<file path="src/rtl/alu_issue_stage.sv">
// Issue/capture stage for the 8-bit combinational ALU: command FIFO, registered ALU inputs, captured results.
// Optional divide-by-zero trap on the result path is enabled with `define ALU_DIVZ_TRAP_EN.
module alu_issue_stage #(
  parameter int DEPTH = 4,
  parameter int CW    = 3
) (
  input  logic          clk,
  input  logic          rst,
  input  logic          in_valid,
  output logic          in_ready,
  input  logic [7:0]    in_a,
  input  logic [7:0]    in_b,
  input  logic [3:0]    in_sel,
  output logic [7:0]    alu_a,
  output logic [7:0]    alu_b,
  output logic [3:0]    alu_sel,
  input  logic [7:0]    alu_out,
  input  logic          alu_carry,
  output logic          out_valid,
  input  logic          out_ready,
  output logic [7:0]    out_result,
  output logic          out_carry,
  output logic [3:0]    out_sel,
  output logic          out_divz,
  output logic [CW-1:0] fifo_count
);

  localparam int AW = (DEPTH > 1) ? $clog2(DEPTH) : 1;

  typedef enum logic [1:0] {IDLE = 2'd0, ISSUE = 2'd1, HOLD = 2'd2} state_t;

  // Handshake: a transfer happens on a rising edge where valid && ready are both high;
  // valid and the payload stay stable until that edge, and ready never depends on valid.
  state_t          state;
  state_t          state_nxt;
  logic [19:0]     mem [DEPTH];
  logic [AW-1:0]   wr_ptr;
  logic [AW-1:0]   rd_ptr;
  logic [CW-1:0]   count;
  logic            push;
  logic            pop;
  logic            capture;
  logic            release_out;
  logic            divz_hit;
  logic [7:0]      cap_result;

  // in_ready looks only at the registered count, so a same-cycle pop cannot raise it.
  assign in_ready   = (count < CW'(DEPTH));
  assign push       = in_valid && in_ready;
  assign fifo_count = count;

`ifdef ALU_DIVZ_TRAP_EN
  assign divz_hit = (alu_sel == 4'b0011) && (alu_b == 8'h00);
`else
  assign divz_hit = 1'b0;
`endif
  assign cap_result = divz_hit ? 8'hFF : alu_out;

  always_ff @(posedge clk or posedge rst) begin
    if (rst) state <= IDLE;
    else     state <= state_nxt;
  end

  always_comb begin
    state_nxt = state;
    case (state)
      IDLE:    if (count != '0) state_nxt = ISSUE;
      ISSUE:   state_nxt = HOLD;
      HOLD:    if (out_ready) state_nxt = (count != '0) ? ISSUE : IDLE;
      default: state_nxt = IDLE;
    endcase
  end

  always_comb begin
    pop         = 1'b0;
    capture     = 1'b0;
    release_out = 1'b0;
    case (state)
      IDLE:  pop = (count != '0);
      ISSUE: capture = 1'b1;
      HOLD: begin
        if (out_ready) begin
          release_out = 1'b1;
          pop         = (count != '0);
        end
      end
      default: ;
    endcase
  end

  // Storage needs no reset: count/pointers alone decide which entries are live.
  always_ff @(posedge clk) begin
    if (push) mem[wr_ptr] <= {in_sel, in_a, in_b};
  end

  always_ff @(posedge clk or posedge rst) begin
    if (rst) begin
      wr_ptr <= '0;
      rd_ptr <= '0;
      count  <= '0;
    end else begin
      if (push) wr_ptr <= wr_ptr + AW'(1);
      if (pop)  rd_ptr <= rd_ptr + AW'(1);
      case ({push, pop})
        2'b10:   count <= count + CW'(1);
        2'b01:   count <= count - CW'(1);
        default: count <= count;
      endcase
    end
  end

  always_ff @(posedge clk or posedge rst) begin
    if (rst) begin
      alu_a      <= '0;
      alu_b      <= '0;
      alu_sel    <= '0;
      out_result <= '0;
      out_carry  <= 1'b0;
      out_sel    <= '0;
      out_divz   <= 1'b0;
      out_valid  <= 1'b0;
    end else begin
      if (pop) {alu_sel, alu_a, alu_b} <= mem[rd_ptr];
      if (capture) begin
        out_result <= cap_result;
        out_carry  <= alu_carry;
        out_sel    <= alu_sel;
        out_divz   <= divz_hit;
        out_valid  <= 1'b1;
      end else if (release_out) begin
        out_valid  <= 1'b0;
      end
    end
  end

endmodule

</file>
<file path="config.mk">
export PLATFORM = sky130hd
export DESIGN_NAME = alu_issue_stage
export DESIGN_NICKNAME = d
export VERILOG_FILES = /design/src/rtl/alu_issue_stage.sv
export SDC_FILE = /design/constraint.sdc
export NUM_CORES = 1
export LEC_CHECK = 0
export CORE_UTILIZATION = 53
export DETAILED_ROUTE_END_ITERATION = 16
export MAX_ROUTING_LAYER = met4
export PLACE_DENSITY = 0.77
export REMOVE_ABC_BUFFERS = 1
export SYNTH_ARGS = -nofsm -noshare
export SYNTH_HDL_FRONTEND = slang
export SYNTH_SLANG_ARGS = --single-unit
export TNS_END_PERCENT = 20
</file>
<file path="constraint.sdc">
create_clock -name clk -period 2.5 [get_ports clk]
set_clock_uncertainty 0.2 [all_clocks]
set_input_delay 0.625 -clock clk [delete_from_list [all_inputs] [get_ports clk]]
set_output_delay 0.625 -clock clk [all_outputs]
set_load 0.005 [all_outputs]
</file>
==> out/results.tsv <==
metric	value	unit
finalNetCount	362	
combPwrFrac	0.334	
diodes	0	
async_flop_share	0.350	
period_share	0.931	
drtAntennaViolNets	0	
required	1670	ps
mostFrequentLayoutCells	edfxtp_1 (80), clkdlybuf4s50_1 (70), dfrtp_1 (43)	
ff2ff_setup_slack	470	ps
dieArea	0.00934	mm^2
grtUsageTotal	0.200	
synth_flop_cell	edfxtp_1	
dp.cells	412	
netlist_instances	227	
p_seq_frac	0.373	
cts_made_buffers	17	
final_common_cell	edfxtp_1	
core.rowCount	34	
final_util	0.722	
path_clk_slew	60	ps
remaining_drc_errors	0	
hp-class	in2async	
maxCapViolations	0	
placed_cell_area	0.00567	mm^2
cts_tree	done	
firstDrtPassIters	4	
rr_startpoint	state[1]	
critPathLaunchType	flop	
yosys_warnings	0	
switchingPower	2.21	mW
cts_setup_buffers	0	
path_max_fanout	4	
clockBufferDepth	2	
wl_per_cell	18.6	um
holdBufCountCts	0	
synth_area	0.00475	mm^2
core	0.00868	mm^2
finalMaxSlewViolations	0	
vias_per_cell	5.32	
path_class	reg2out	
overflow	0	
cellLeakagePower	2.39	nW
area_growth	31.9	%
p_sw_frac	0.269	
syn_area_per_cell	20.9	um^2
fin_setup_tns	0	ps
ys_seq_elements	123	
vias	2363	
finalInstanceArea	0.00626	mm^2
die-height	96.6	um
htreeDepth	4	
portBuffers	70	
post_cts_resized	0	
fin_cells	444	
insertion_delay	510	ps
ys_types	29	
ios	72	
end_kind	primary output	
numClockSinks	123	
gp_congestion	0.672	
dp_hpwl	5170	um
grt_pass1_wl	13500	um
outcome	completed	
antenna_found_initial	0	
timing.fmax	0.430	GHz
critical_path_arrival	1500	ps
final_hold_viol_count	0	
start_util	0.547	
ys_seq_area_frac	0.733	
drt_iter0_markers	99	
reg2reg_depth	8	
power	8.19	mW
synth-edff-count	80	
power_density	1310	mW/mm^2
p_clk_frac	0.292	
cts-root-buf	clkbuf_8	
irDropWorstVdd	633	uV
grt_pass1_vias	2571	
rsz0062_at_grt	false	
min_period	2330	ps
routed_wl	8270	um
p_int	5.98	mW
die_w	96.6	um
rr_endpoint	fifo_count[2]	
grt_start_max_net_pins	27	
setup_viol	0	
drive_gt1_frac	0.304	
[kinds of logic after synthesis]
group	count (synthesis)	share of synthesized area
DFF	123	0.733
muxes	54	0.191
xor gates and xnor gates	6	0.0111
adders and majority gates	6	0.0174
buffers and inverters	19	0.0216
other	1	0.000790
AOI/OAI and AO/OA	3	0.00343
and+or+nand+nor	15	0.0219
[state kept, by name (all words and copies together), names as in the netlist]
register and cells:
alu_a 8, alu_b 8, alu_sel 4, fifo_count 3, mem 80, out_carry 1
out_result 8, out_sel 4, out_valid 1, rd_ptr 2, state 2, wr_ptr 2
[metrics by stage]
stage               worst slack (ps)  hold slack, ps
floorplan                       -539             281
global placement                -231             288
detailed placement              -247             295
CTS                              137             218
global route                    85.9             236
finish                           172             224
[worst max-delay path, cell delays in order (launching register included)]
cell	delay, ps
dfrtp_1	400
inv_1	100
clkdlybuf4s50_1	500
[worst max path at each step]
| stage | startpoint | slack (ps) | endpoint |
|---|---|---|---|
| after floorplan | out_ready | -540 | fifo_count[2] |
| after global placement | out_ready | -230 | fifo_count[2] |
| after detailed placement | out_ready | -250 | fifo_count[2] |
| after CTS | fifo_count[2] | 140 | in_ready |
| after global routing | fifo_count[2] | 90 | in_ready |
| final | fifo_count[2] | 170 | in_ready |
[layout make-up]
type | count | area [um^2]
clock buffers | 21 | 493
clock inverters | 11 | 104
fillers | 552 | 2410
inverters | 9 | 33.8
multi-input cells | 85 | 1170
flip-flops and latches | 123 | 3480
well taps | 108 | 135
repair buffers | 87 | 853
[cell usage after synthesis (2+ instances only)]
cell type | count | share of area
mux4_1 | 2 | 0.011
mux4_2 | 18 | 0.085
xnor2_1 | 3 | 0.0055
nor2_1 | 2 | 0.0016
ha_1 | 5 | 0.013
dfrtp_1 | 43 | 0.23
mux2_4 | 18 | 0.057
edfxtp_1 | 80 | 0.51
inv_1 | 9 | 0.0071
nor2b_1 | 2 | 0.0026
o21ai_0 | 2 | 0.0021
buf_6 | 2 | 0.0047
mux2_2 | 15 | 0.036
clkbuf_1 | 3 | 0.0024
xor2_1 | 3 | 0.0055
buf_4 | 4 | 0.0063
and2_1 | 4 | 0.0053
[layer usage]
metal	global-route usage	vias up	wire [um]
met1	0.241	1239	3440
met3	0.0621	7	287
li1	-	1062	-
met5	-	-	0
met2	0.326	55	4450
met4	0.0620	0	89
[power by group through the flow]
stage          clock (mW)  combinational (mW)  sequential [mW]
6_report             2.39                2.74             3.06
5_1_grt              2.52                2.94             3.12
4_1_cts              2.43                2.78             3.07
3_5_place_dp            0                2.75             3.10
2_1_floorplan           0                1.49             3.15
3_3_place_gp            0                2.67             3.07
Power figures use the tool's default switching activity.
